File: src/rtl/alu_pkg.sv
// Shared opcode and FSM encodings for the shared-ALU controller and its core.
package alu_pkg;

  localparam logic [2:0] OP_ADD   = 3'b000;
  localparam logic [2:0] OP_SUB   = 3'b001;
  localparam logic [2:0] OP_AND   = 3'b010;
  localparam logic [2:0] OP_OR    = 3'b011;
  localparam logic [2:0] OP_XOR   = 3'b100;
  localparam logic [2:0] OP_SLL   = 3'b101;
  localparam logic [2:0] OP_SRL   = 3'b110;
  localparam logic [2:0] OP_PASSA = 3'b111;

  typedef enum logic [1:0] {
    ST_IDLE = 2'd0,
    ST_EXEC = 2'd1,
    ST_RESP = 2'd2
  } state_t;

endpackage

File: src/rtl/alu_share_ctrl_if.sv
// Request/response bundle between two requesters, the response consumer and the shared-ALU controller.
interface alu_share_ctrl_if #(
  parameter int WIDTH = 8
);
  logic             req0_valid;
  logic             req0_ready;
  logic [2:0]       req0_op;
  logic [WIDTH-1:0] req0_a;
  logic [WIDTH-1:0] req0_b;
  logic             req1_valid;
  logic             req1_ready;
  logic [2:0]       req1_op;
  logic [WIDTH-1:0] req1_a;
  logic [WIDTH-1:0] req1_b;
  logic             rsp_valid;
  logic             rsp_ready;
  logic             rsp_id;
  logic [WIDTH-1:0] rsp_data;
  logic             rsp_carry;
  logic             rsp_zero;
  logic             busy;

  modport master (
    output req0_valid, req0_op, req0_a, req0_b,
    output req1_valid, req1_op, req1_a, req1_b,
    output rsp_ready,
    input  req0_ready, req1_ready,
    input  rsp_valid, rsp_id, rsp_data, rsp_carry, rsp_zero, busy
  );

  modport slave (
    input  req0_valid, req0_op, req0_a, req0_b,
    input  req1_valid, req1_op, req1_a, req1_b,
    input  rsp_ready,
    output req0_ready, req1_ready,
    output rsp_valid, rsp_id, rsp_data, rsp_carry, rsp_zero, busy
  );

endinterface

File: src/rtl/alu_core.sv
// Purely combinational ALU: eight operations, carry/borrow for ADD/SUB, zero flag.
module alu_core
  import alu_pkg::*;
#(
  parameter int WIDTH = 8
) (
  input  logic [2:0]       op,
  input  logic [WIDTH-1:0] a,
  input  logic [WIDTH-1:0] b,
  output logic [WIDTH-1:0] data,
  output logic             carry,
  output logic             zero
);

  always_comb begin
    data  = '0;
    carry = 1'b0;
    case (op)
      OP_ADD:   {carry, data} = {1'b0, a} + {1'b0, b};
      OP_SUB: begin
        data  = a - b;
        carry = (a < b);
      end
      OP_AND:   data = a & b;
      OP_OR:    data = a | b;
      OP_XOR:   data = a ^ b;
      // Shift by the full b value: any amount >= WIDTH shifts everything out.
      OP_SLL:   data = a << b;
      OP_SRL:   data = a >> b;
      OP_PASSA: data = a;
      default:  data = '0;
    endcase
  end

  assign zero = (data == '0);

endmodule

File: src/rtl/alu_share_ctrl.sv
// Round-robin arbiter + IDLE/EXEC/RESP FSM sharing one alu_core between two requesters.
module alu_share_ctrl
  import alu_pkg::*;
#(
  parameter int WIDTH = 8
) (
  input  logic                  clk,
  input  logic                  rst_n,
  alu_share_ctrl_if.slave       bus
);

  state_t           state_q, state_d;
  logic             ptr_q;
  logic [2:0]       op_q;
  logic [WIDTH-1:0] a_q, b_q;
  logic             id_q;

  logic             grant0, grant1, hs;
  logic [WIDTH-1:0] core_data;
  logic             core_carry, core_zero;

  // Pointer names the requester that wins a tie; a lone valid always wins.
  always_comb begin
    grant0 = 1'b0;
    grant1 = 1'b0;
    if (state_q == ST_IDLE) begin
      grant0 = bus.req0_valid & (~bus.req1_valid | ~ptr_q);
      grant1 = bus.req1_valid & (~bus.req0_valid |  ptr_q);
    end
  end

  assign hs             = grant0 | grant1;
  assign bus.req0_ready = grant0;
  assign bus.req1_ready = grant1;
  assign bus.busy       = (state_q != ST_IDLE);

  always_comb begin
    state_d = state_q;
    case (state_q)
      ST_IDLE: if (hs) state_d = ST_EXEC;
      ST_EXEC: state_d = ST_RESP;
      ST_RESP: if (bus.rsp_ready) state_d = ST_IDLE;
      default: state_d = ST_IDLE;
    endcase
  end

  always_ff @(posedge clk or negedge rst_n) begin
    if (!rst_n) state_q <= ST_IDLE;
    else        state_q <= state_d;
  end

  alu_core #(.WIDTH(WIDTH)) u_core (
    .op    (op_q),
    .a     (a_q),
    .b     (b_q),
    .data  (core_data),
    .carry (core_carry),
    .zero  (core_zero)
  );

  always_ff @(posedge clk or negedge rst_n) begin
    if (!rst_n) begin
      ptr_q         <= 1'b0;
      op_q          <= '0;
      a_q           <= '0;
      b_q           <= '0;
      id_q          <= 1'b0;
      bus.rsp_valid <= 1'b0;
      bus.rsp_id    <= 1'b0;
      bus.rsp_data  <= '0;
      bus.rsp_carry <= 1'b0;
      bus.rsp_zero  <= 1'b0;
    end else begin
      case (state_q)
        ST_IDLE: begin
          if (hs) begin
            op_q  <= grant1 ? bus.req1_op : bus.req0_op;
            a_q   <= grant1 ? bus.req1_a  : bus.req0_a;
            b_q   <= grant1 ? bus.req1_b  : bus.req0_b;
            id_q  <= grant1;
            ptr_q <= ~grant1;
          end
        end
        ST_EXEC: begin
          bus.rsp_valid <= 1'b1;
          bus.rsp_id    <= id_q;
          bus.rsp_data  <= core_data;
          bus.rsp_carry <= core_carry;
          bus.rsp_zero  <= core_zero;
        end
        ST_RESP: begin
          // Data registers keep their last value after the response is taken.
          if (bus.rsp_ready) bus.rsp_valid <= 1'b0;
        end
        default: ;
      endcase
    end
  end

endmodule

File: src/flat_wrapper.sv
// flat-port wrapper written by rule: the top's interface ports become plain ports
module alu_share_ctrl_flat import alu_pkg::*;
#(
  parameter int WIDTH = 8
)
  (clk, rst_n, bus_req0_valid, bus_req0_op, bus_req0_a, bus_req0_b, bus_req1_valid, bus_req1_op, bus_req1_a, bus_req1_b, bus_rsp_ready, bus_req0_ready, bus_req1_ready, bus_rsp_valid, bus_rsp_id, bus_rsp_data, bus_rsp_carry, bus_rsp_zero, bus_busy);
  alu_share_ctrl_if #(.WIDTH(WIDTH)) bus_i ();
  input  logic clk;
  input  logic rst_n;
  input wire logic [$bits(bus_i.req0_valid)-1:0] bus_req0_valid;
  input wire logic [$bits(bus_i.req0_op)-1:0] bus_req0_op;
  input wire logic [$bits(bus_i.req0_a)-1:0] bus_req0_a;
  input wire logic [$bits(bus_i.req0_b)-1:0] bus_req0_b;
  input wire logic [$bits(bus_i.req1_valid)-1:0] bus_req1_valid;
  input wire logic [$bits(bus_i.req1_op)-1:0] bus_req1_op;
  input wire logic [$bits(bus_i.req1_a)-1:0] bus_req1_a;
  input wire logic [$bits(bus_i.req1_b)-1:0] bus_req1_b;
  input wire logic [$bits(bus_i.rsp_ready)-1:0] bus_rsp_ready;
  output wire logic [$bits(bus_i.req0_ready)-1:0] bus_req0_ready;
  output wire logic [$bits(bus_i.req1_ready)-1:0] bus_req1_ready;
  output wire logic [$bits(bus_i.rsp_valid)-1:0] bus_rsp_valid;
  output wire logic [$bits(bus_i.rsp_id)-1:0] bus_rsp_id;
  output wire logic [$bits(bus_i.rsp_data)-1:0] bus_rsp_data;
  output wire logic [$bits(bus_i.rsp_carry)-1:0] bus_rsp_carry;
  output wire logic [$bits(bus_i.rsp_zero)-1:0] bus_rsp_zero;
  output wire logic [$bits(bus_i.busy)-1:0] bus_busy;
  assign bus_i.req0_valid = bus_req0_valid;
  assign bus_i.req0_op = bus_req0_op;
  assign bus_i.req0_a = bus_req0_a;
  assign bus_i.req0_b = bus_req0_b;
  assign bus_i.req1_valid = bus_req1_valid;
  assign bus_i.req1_op = bus_req1_op;
  assign bus_i.req1_a = bus_req1_a;
  assign bus_i.req1_b = bus_req1_b;
  assign bus_i.rsp_ready = bus_rsp_ready;
  assign bus_req0_ready = bus_i.req0_ready;
  assign bus_req1_ready = bus_i.req1_ready;
  assign bus_rsp_valid = bus_i.rsp_valid;
  assign bus_rsp_id = bus_i.rsp_id;
  assign bus_rsp_data = bus_i.rsp_data;
  assign bus_rsp_carry = bus_i.rsp_carry;
  assign bus_rsp_zero = bus_i.rsp_zero;
  assign bus_busy = bus_i.busy;
  alu_share_ctrl #(.WIDTH(WIDTH)) u_core (.clk(clk), .rst_n(rst_n), .bus(bus_i));
endmodule
File: config.mk
export PLATFORM = sky130hd
export DESIGN_NAME = alu_share_ctrl_flat
export DESIGN_NICKNAME = d
export VERILOG_FILES = /design/src/rtl/alu_pkg.sv /design/src/rtl/alu_share_ctrl_if.sv /design/src/rtl/alu_core.sv /design/src/rtl/alu_share_ctrl.sv /design/src/flat_wrapper.sv
export SDC_FILE = /design/constraint.sdc
export NUM_CORES = 1
export LEC_CHECK = 0
export CAP_MARGIN = 20
export CORE_MARGIN = 5
export CORE_UTILIZATION = 54
export CTS_BUF_LIST = sky130_fd_sc_hd__clkbuf_16
export DETAILED_ROUTE_END_ITERATION = 10
export GPL_TIMING_DRIVEN = 0
export PLACE_DENSITY_LB_ADDON = 0.25
export SLEW_MARGIN = 25
export SYNTH_ARGS = -nofsm -noshare
export SYNTH_HDL_FRONTEND = slang
export SYNTH_SLANG_ARGS = --single-unit
File: constraint.sdc
create_clock -name clk -period 2.9 [get_ports clk]
set_input_delay 0.58 -clock clk [delete_from_list [all_inputs] [get_ports clk]]
set_output_delay 0.58 -clock clk [all_outputs]
set_load 0.02 [all_outputs]
==> flow_metrics.env <==
export IMPL_io_buffers=57
export IMPL_clkPwrFrac=0.121
export IMPL_area_growth_pct=28.5
export IMPL_pwr_share_seq=0.186
export IMPL_top_layer="met4"
export IMPL_wire_per_inst_um=19.0
export IMPL_swShare=0.494
export IMPL_crit_slowest_cell="clkdlybuf4s50_1"
export IMPL_min_path_type="in -> async"
export IMPL_grt_start_max_net_pins=32
export IMPL_yosysTopAreaCell="dfrtp_1"
export IMPL_track_usage=0.268
export IMPL_outcome="finished, final reports clean"
export IMPL_worst_slack_ns=0.123
export IMPL_path_cells="clkdlybuf4s50_1, nand2b_1, and3_1, clkdlybuf4s50_1"
export IMPL_drive_gt1_frac=0.0958
export IMPL_crit_family="buffers and inverters"
export IMPL_grt_pass1_vias=3193
export IMPL_cts_tree="built"
export IMPL_rsz0062_at_grt="false"
export IMPL_root_buffer="clkbuf_16"
export IMPL_pwr_share_comb=0.693
export IMPL_die_y_um=87.7
export IMPL_final_cell_mix="clkdlybuf4s50_1, o21ai_0, dfrtp_1"
export IMPL_start_util=0.554
export IMPL_diodes=0
export IMPL_syn_nets=456
export IMPL_arrival_ns=2.20
export IMPL_crit_path_end_kind="output port"
export IMPL_crit_top_cell="clkdlybuf4s50_1"
export IMPL_grt_pass1_wl_um=15700
export IMPL_ir_worst_vdd_mv=0.771
export IMPL_critPathRequiredTime_ns=2.32
export IMPL_drt_iter0_drc=357
export IMPL_core_area_um2=5890
export IMPL_ios=58
export IMPL_drc=0
export IMPL_clk_latency_ns=0.28
export IMPL_synth_edf_count=0
export IMPL_worst_path_max_fanout=13
export IMPL_routed_wl_um=9960
export IMPL_cts_buffers_inserted=5
export IMPL_antenna_found_initial=0
export IMPL_yosysUniqueCellTypes=65
export IMPL_switchingPower_mw=2.78
export IMPL_cp_buffers_inverters=2
export IMPL_fin_tns_setup_ns=0
export IMPL_ant_nets=0
export IMPL_vias=3307
export IMPL_synth_area_leaders="dfrtp_1, ha_1, o21ai_0"
export IMPL_period_share=0.958
export IMPL_yosysTopAreaCellShare=0.269
export IMPL_fill_cells=449
export IMPL_fin_skew_ns=0.0109
export IMPL_r2r_slack_ns=0.13
export IMPL_yosysWarnings=0
export IMPL_worstMarginPinSlew_ns=0.791
export IMPL_fin_crit_ns=2.78
export IMPL_power_density_nw_per_um2=1350
export IMPL_met2_length_um=4350
export IMPL_final_common_cell="clkdlybuf4s50_1"
export IMPL_htreeDepth=2
export IMPL_grt_ovfl_total=0
export IMPL_drv_slew=0
export IMPL_max_slew_margin=0.468
export IMPL_critPathKind="in -> out"
export IMPL_gp_congestion=1.04
export IMPL_wl_met1_um=4280
export IMPL_die_area_um2=7690
export IMPL_p_leak_nw=1.74
export IMPL_synth_seq_area_share=0.269
export IMPL_synth_avg_cell_area_um2=8.43
export IMPL_routed_via_density=6.31
export IMPL_critPathLaunchType="input port"
export IMPL_worstSetupStartpoint="bus_req0_valid"
export IMPL_ctsHoldBuffers=0
export IMPL_netlist_instances=387
export IMPL_finalHoldViolCount=0
export IMPL_clock_sinks=35
export IMPL_postSynthRegisterBits=35
export IMPL_netlist_area_um2=3260
export IMPL_path_clk_slew_ns=0.06
export IMPL_place_ws_ns=-0.355
export IMPL_max_stage_delay_ns=0.70
export IMPL_internal_power_mw=2.85
export IMPL_fin_nets=517
export IMPL_die_x_um=87.7
export IMPL_clockBufferDepth=2
export IMPL_max_freq_ghz=0.360
export IMPL_rows=28
export IMPL_rr_startpoint="u_core.b_q[2]$_DFFE_PN0P_"
export IMPL_wl_met3_um=963
export IMPL_synth_ff_type="dfrtp_1"
export IMPL_firstDrtPassIters=5
export IMPL_dp_hpwl_um=7820
export IMPL_async_flop_share=1.00
export IMPL_setup_viol=0
export IMPL_drv_cap=0
## cells in the mapped netlist (all sizes together), types with 4 or more instances
library cell / n
nor2: 30
o21a: 5
a221oi: 5
o22ai: 4
a22oi: 12
and3: 7
a211oi: 9
clkbuf: 22
ha: 24
a31oi: 6
mux4: 8
buf: 7
o21ai: 42
inv: 31
nand2b: 7
nor2b: 7
mux2i: 12
nand2: 29
a21oi: 18
dfrtp: 35
nor3: 4
## worst paths after layout
path,to,cells after the start
worst max-delay path,bus_req1_ready,4
worst min-delay path,u_core.bus.rsp_data[6]$_DFFE_PN0P_,1
worst max register to register,u_core.bus.rsp_zero$_DFFE_PN0P_,10
worst min register to register,u_core.bus.rsp_data[1]$_DFFE_PN0P_,2
max in group asynchronous,u_core.b_q[3]$_DFFE_PN0P_,2
min in group clk,u_core.bus.rsp_data[1]$_DFFE_PN0P_,2
## final cells by class
class                   instances  area, um2  area share
plain buffers                  23        108      0.0257
clock buffers                   5        125      0.0299
clock inverters                 3       63.8      0.0152
inverters                      31        120      0.0287
multi-input cells             292       2200       0.525
flip-flops and latches         35        880       0.210
well taps                      75       93.8      0.0224
repair buffers                 60        599       0.143
## registers in the layout (all words and copies together) (netlist names)
name,cells
u_core.a_q,8
u_core.b_q,8
u_core.bus.rsp_data,8
u_core.op_q,3
u_core.state_q,2
u_core.bus.rsp_carry,1
u_core.bus.rsp_id,1
u_core.bus.rsp_valid,1
u_core.bus.rsp_zero,1
u_core.id_q,1
u_core.ptr_q,1
## kinds of logic after synthesis
| logic type | count (synthesis) | share of synthesized area |
|---|---|---|
| simple gates | 107 | 0.167 |
| flops | 35 | 0.269 |
| xor+xnor | 5 | 0.0134 |
| fa+ha+maj | 26 | 0.104 |
| buf+inv | 60 | 0.0733 |
| mux | 23 | 0.108 |
| compound gates | 131 | 0.266 |
## per-layer routing
metal,vias up,global-route usage
li1,1535,-
met1,1510,0.359
met2,231,0.416
met3,31,0.0593
met4,0,0.123
met5,-,0
## power by group through the flow
stage                     clock [mW]  sequential [mW]  combinational, mW
after floorplan                    0             1.01               2.59
after global placement             0            0.994               3.64
after detailed placement           0             1.01               3.69
after CTS                      0.701             1.02               3.78
after global routing           0.716             1.08               4.23
final                          0.684             1.05               3.91
## metrics by stage
stage	total power, mW	hold slack, ns	instances	utilization	area, um2
after global routing	6.03	0.117	524	0.712	4190
after detailed placement	4.70	0.420	520	0.669	3940
final	5.64	0.111	524	0.712	4190
after floorplan	3.60	0.284	387	-	3260
after global placement	4.64	0.463	519	0.667	3930
after CTS	5.50	0.114	527	0.708	4170
## repair_timing
item,CTS,global route
setup buffers,1,1
resized for setup,12,10
pin swaps,0,2
setup endpoints to repair,6,4
Note: power is estimated with default switching activity, not from simulation.
==> RTL edit 1 (same settings) <==
Remove the case item `OP_SRL` of the case on `op`.
--- a/src/rtl/alu_core.sv
+++ b/src/rtl/alu_core.sv
@@ -26,7 +26,6 @@
       OP_XOR:   data = a ^ b;
       // Shift by the full b value: any amount >= WIDTH shifts everything out.
       OP_SLL:   data = a << b;
-      OP_SRL:   data = a >> b;
       OP_PASSA: data = a;
       default:  data = '0;
     endcase
Behaviour: not the same (a bounded check fails within 4 cycles, from zero or initial values and one cycle with rst_n low).
==> RTL edit 1 against the unedited design <==
- clock power shrank 9.1%
- die area shrank 9.7%
- critical path depth grew 7
- hold slack gained 0.0087 ns
- total power shrank 13%
- routed wire length shrank 13%
- fmax shrank 0.46%
- register-to-register slack lost 0.02 ns
- final area shrank 9.9%
- worst setup slack lost 0.013 ns
- utilization grew 1.8 points
- synthesized area shrank 11%
- sequential cell count is the same
- synthesized cell count shrank 10%
- critical path type is now flip-flop to flip-flop
==> RTL edit 1: results <==
group,metric,value,unit
grt,track_usage,24.6,%
synth,netlist_top_cells_area,"dfrtp_1, ha_1, o21ai_0, mux2i_1, nand2_1",
synth,ys_types,56,
synth,synth_fp_nets,416,
detailed_routing,drt-pass1-iter-count,7,
synth,synth-seq-area-share,30.1,%
critical_path,reg2reg_depth,11,
cells_and_area,top_regs,"u_core.a_q (8), u_core.b_q (8), u_core.bus.rsp_data (8)",
clock_tree,clkLatencyLatePin,0.28,ns
detailed_routing,drtIter0Drc,306,
pwr,vdd_drop_max,0.629,mV
cells_and_area,final_nets,483,
min_path,hold_path.class,"primary input to async pin",
synth,synth_compound_area_share,25.5,%
synth,synthFlopType,"dfrtp_1",
synth,yosys-top-cells-count,"o21ai_0, nand2_1, dfrtp_1",
clock_tree,root_buffer,"clkbuf_16",
sta,fin_skew,0.00581,ns
pwr,leakagePower,1.62,nW
cells_and_area,antenna_cells,0,
sta,slew_headroom,59.0,%
detailed_routing,drt_wl_total,8630,um
grt,grt_overflow_total,0,
status,status,"completed",
critical_path,crit_arrival,2.96,ns
critical_path,cp_slowest_stage_delay,0.46,ns
grt,antenna_found_initial,0,
place,gp_congestion,0.928,
clock_tree,cts_max_level,2,
clock_tree,cts_buffers,5,
critical_path,crit_fanout,7,
synth,synthMuxAreaShare,7.41,%
grt,grt_pass1_vias,2834,
grt,grt_max_degree,32,
synth,synthXorXnorAreaFrac,0.904,%
grt,grt_pass1_wl,13800,um
cells_and_area,finalNonFillerCells,485,
synth,yosysWarningCount,0,
critical_path,critPathSlowestCell,"dfrtp_2",
detailed_routing,routed_via_density,6.09,
place,place_hpwl,6750,um
clock_tree,clockBufferDepth,2,
clock_tree,path_clk_slew,0.06,ns
place,io_buffers,57,
place,dp_slack,-0.251,ns
synth,synth-async-reset-ratio,100,%
synth,syn_area_per_cell,8.37,sq um
cells_and_area,drive_gt1_share,9.16,%
synth,synthAdderAreaFrac,11.7,%
synth,yosysMostFrequentCell,"o21ai_0",
-- RTL edit 1: cell types whose count changed after synthesis, moves of 4 or more --
cell      unedited run  this run
clkbuf_1            22        12
nand2_1             29        37
nor2_1              30        22
mux2i_1             12        17
mux4_1               5         0
o21a_1               5         0
a211oi_1             8         4
a221oi_1             5         1
and3_1               7         3
clkbuf_8             0         4
nand3_1              2         6
-- RTL edit 1: area by class of cell --
class | instances | area [sq um]
multi-input cells | 261 | 1790
fillers | 373 | 1400
flip-flops and latches | 35 | 880
repair buffers | 61 | 607
clock buffers | 5 | 125
plain buffers | 19 | 124
inverters | 31 | 120
well taps | 70 | 87.6
clock inverters | 3 | 43.8
-- RTL edit 1: per-stage QoR --
stage / power [mW] / util (%) / setup TNS [ns] / cell area, sq um / hold WS, ns
floorplan: 3.19 / - / 0 / 2910 / 0.284
global placement: 4.07 / 68.9 / -0.259 / 3560 / 0.462
detailed placement: 4.15 / 69.2 / -0.329 / 3580 / 0.417
CTS: 4.80 / 72.4 / 0 / 3740 / 0.120
global route: 5.29 / 73.0 / -0.0000560 / 3770 / 0.124
finish: 4.93 / 73.0 / 0 / 3770 / 0.120
-- RTL edit 1: critical path, delay by kind of cell (launching register included) --
| kind | cells | cell delay [ns] |
|---|---|---|
| adders and majority gates | 2 | 0.60 |
| AOI/OAI and AO/OA | 3 | 0.63 |
| and+or+nand+nor | 4 | 0.81 |
| DFF | 1 | 0.46 |
| buffers and inverters | 2 | 0.17 |
-- RTL edit 1: final timing paths --
check / start / to / slack, ns
min in group clk: u_core.bus.rsp_data[7] / u_core.bus.rsp_data[7] / 0.48
min: rst_n / u_core.a_q[0] / 0.12
max in group asynchronous: rst_n / u_core.b_q[1] / 2.39
max reg2reg: u_core.a_q[0] / u_core.bus.rsp_zero / 0.11
min reg2reg: u_core.bus.rsp_data[7] / u_core.bus.rsp_data[7] / 0.48
max: u_core.a_q[0] / u_core.bus.rsp_zero / 0.11
-- RTL edit 1: per-layer routing --
metal,global-route usage [%],vias to the layer above,wire (um)
met5,0,-,0
met4,10.3,0,308
met3,4.06,34,568
met2,41.2,150,4140
met1,31.4,1384,3610
li1,-,1385,-
-- RTL edit 1: logic make-up (layout without fill, tap and decap cells) --
logic type                 count (synthesis)  after routing
muxes                                     20             20
DFF                                       35             35
adders and majority gates                 26             26
buffers and inverters                     51            119
and+or+nand+nor                           97             97
xor gates and xnor gates                   3              3
AOI/OAI and AO/OA                        115            115
-- RTL edit 1: repair_timing --
action                     CTS  global route
pin swaps                    0             1
resized for setup            4             5
setup endpoints to repair    3             5
setup buffers                0             3
-- RTL edit 1: where the power goes --
| group | switching [mW] | internal (mW) |
|---|---|---|
| sequential | 0.258 | 0.736 |
| combinational | 1.96 | 1.35 |
| clock | 0.217 | 0.405 |
| total | 2.43 | 2.50 |
==> RTL edit 2 (same flow settings) <==
Without the edit above. `WIDTH` is set to 8 in 4 places; all go to 12.
--- a/src/rtl/alu_share_ctrl_if.sv
+++ b/src/rtl/alu_share_ctrl_if.sv
@@ -1,6 +1,6 @@
 // Request/response bundle between two requesters, the response consumer and the shared-ALU controller.
 interface alu_share_ctrl_if #(
-  parameter int WIDTH = 8
+  parameter int WIDTH = 12
 );
   logic             req0_valid;
   logic             req0_ready;
--- a/src/rtl/alu_core.sv
+++ b/src/rtl/alu_core.sv
@@ -2,7 +2,7 @@
 module alu_core
   import alu_pkg::*;
 #(
-  parameter int WIDTH = 8
+  parameter int WIDTH = 12
 ) (
   input  logic [2:0]       op,
   input  logic [WIDTH-1:0] a,
--- a/src/rtl/alu_share_ctrl.sv
+++ b/src/rtl/alu_share_ctrl.sv
@@ -2,7 +2,7 @@
 module alu_share_ctrl
   import alu_pkg::*;
 #(
-  parameter int WIDTH = 8
+  parameter int WIDTH = 12
 ) (
   input  logic                  clk,
   input  logic                  rst_n,
--- a/src/flat_wrapper.sv
+++ b/src/flat_wrapper.sv
@@ -1,7 +1,7 @@
 // flat-port wrapper written by rule: the top's interface ports become plain ports
 module alu_share_ctrl_flat import alu_pkg::*;
 #(
-  parameter int WIDTH = 8
+  parameter int WIDTH = 12
 )
   (clk, rst_n, bus_req0_valid, bus_req0_op, bus_req0_a, bus_req0_b, bus_req1_valid, bus_req1_op, bus_req1_a, bus_req1_b, bus_rsp_ready, bus_req0_ready, bus_req1_ready, bus_rsp_valid, bus_rsp_id, bus_rsp_data, bus_rsp_carry, bus_rsp_zero, bus_busy);
   alu_share_ctrl_if #(.WIDTH(WIDTH)) bus_i ();
Ports: changed (5 resized); port bits go from 58 to 78. The function was not compared with the original's and may differ.
==> RTL edit 2 against the unedited design <==
- the flow now finishes with violations (negative setup slack)
- sequential cell count is 12 higher
- synthesized area rose by 61%
- routed wire length increased by 110%
- final area rose by 68%
- die area up 54%
- sequential share of layout area is 4.1 points lower
- via count grew 80%
- worst setup slack lost 0.13 ns
- critical endpoint is now u_core.bus.rsp_data[10]
- largest cell class unchanged
Power is not shown: default switching activity piles up to over one toggle a cycle in this logic, so the estimate is an artifact.
==> RTL edit 2: results <==
group,metric,value,unit
place,place_hpwl,15500,um
detailed_routing,vias,5955,
clock_tree,cts_num_sinks,47,
detailed_routing,drt-pass1-iter-count,6,
status,violations,"negative setup slack",
cells_and_area,top_regs,"u_core.a_q (12), u_core.b_q (12), u_core.bus.rsp_data (12)",
status,status,"finished with violations",
critical_path,start_kind,"flip-flop",
sta,tns,-0.0108,ns
sta,setup_viol,1,
critical_path,path_delay_family,"compound AO/OA/AOI/OAI gates",
grt,grt_max_degree,29,
sta,fin_skew,0.00764,ns
critical_path,critPathSlowestCell,"dfrtp_1",
place,gp_congestion,1.12,
critical_path,cp_slowest_stage_delay,0.42,ns
synth,synth_fp_nets,721,
critical_path,crit_arrival,3.09,ns
cells_and_area,final_nets,836,
grt,grt_pass1_wl,31200,um
grt,track_usage,34.9,%
cells_and_area,drive_gt1_share,23.9,%
synth,yosys-top-cells-count,"o21ai_0, nand2_1, dfrtp_1",
sta,setup_slack,-0.0108,ns
grt,grt_pass1_vias,5469,
cells_and_area,fillerInstances,751,
grt,grtUsageMet3,7.82,%
synth,synth-seq-area-share,22.4,%
RTL edit 2: layout make-up:
class,instances,area share (%)
multi-input cells,479,55.4
flip-flops and latches,47,16.9
repair buffers,111,14.7
plain buffers,51,5.89
inverters,44,2.77
well taps,133,2.36
clock buffers,5,1.78
clock inverters,3,0.249
RTL edit 2: kinds of logic after synthesis:
group | share of synthesized area, %
buffers and inverters | 9.61
xor gates and xnor gates | 0.999
and+or+nand+nor | 16.9
AOI/OAI and AO/OA | 28.2
muxes | 12.5
adders and majority gates | 9.51
DFF | 22.4
RTL edit 2: metrics by stage:
stage,hold WS (ns),worst slack [ns],std cells,area [sq um]
4_1_cts,0.268,-0.0634,852,6670
3_5_place_dp,0.470,-0.691,835,6210
5_1_grt,0.291,-0.0938,873,7040
3_3_place_gp,0.460,-0.590,834,6200
6_report,0.267,-0.0108,873,7040
2_1_floorplan,0.284,0.0250,624,5260
RTL edit 2: worst paths after layout:
path	endpoint	slack [ns]	depth (start not counted)
setup / recovery	u_core.bus.rsp_data[10]	-0.01	12
hold / removal	u_core.a_q[0]	0.27	1
setup reg to reg	u_core.bus.rsp_data[10]	-0.01	12
hold reg to reg	u_core.bus.rsp_id	0.48	2
max in group asynchronous	u_core.a_q[8]	2.10	2
min in group clk	u_core.bus.rsp_id	0.48	2
RTL edit 2: worst register-to-register path: stages (launching register included):
cell and delay, ns:
dfrtp_1 0.42, buf_12 0.16, inv_12 0.06, ha_4 0.22, buf_6 0.16, nor2b_4 0.13, o21ai_2 0.07, a211o_1 0.34
a211o_1 0.36, and2_4 0.17, a221oi_4 0.30, o21ai_1 0.12, mux2_4 0.27
RTL edit 2: routing by layer:
metal | up-vias | wire length (um)
met3 | 85 | 2690
met2 | 457 | 9680
met4 | 0 | 1000
met1 | 2862 | 7830
li1 | 2551 | -
met5 | - | 0
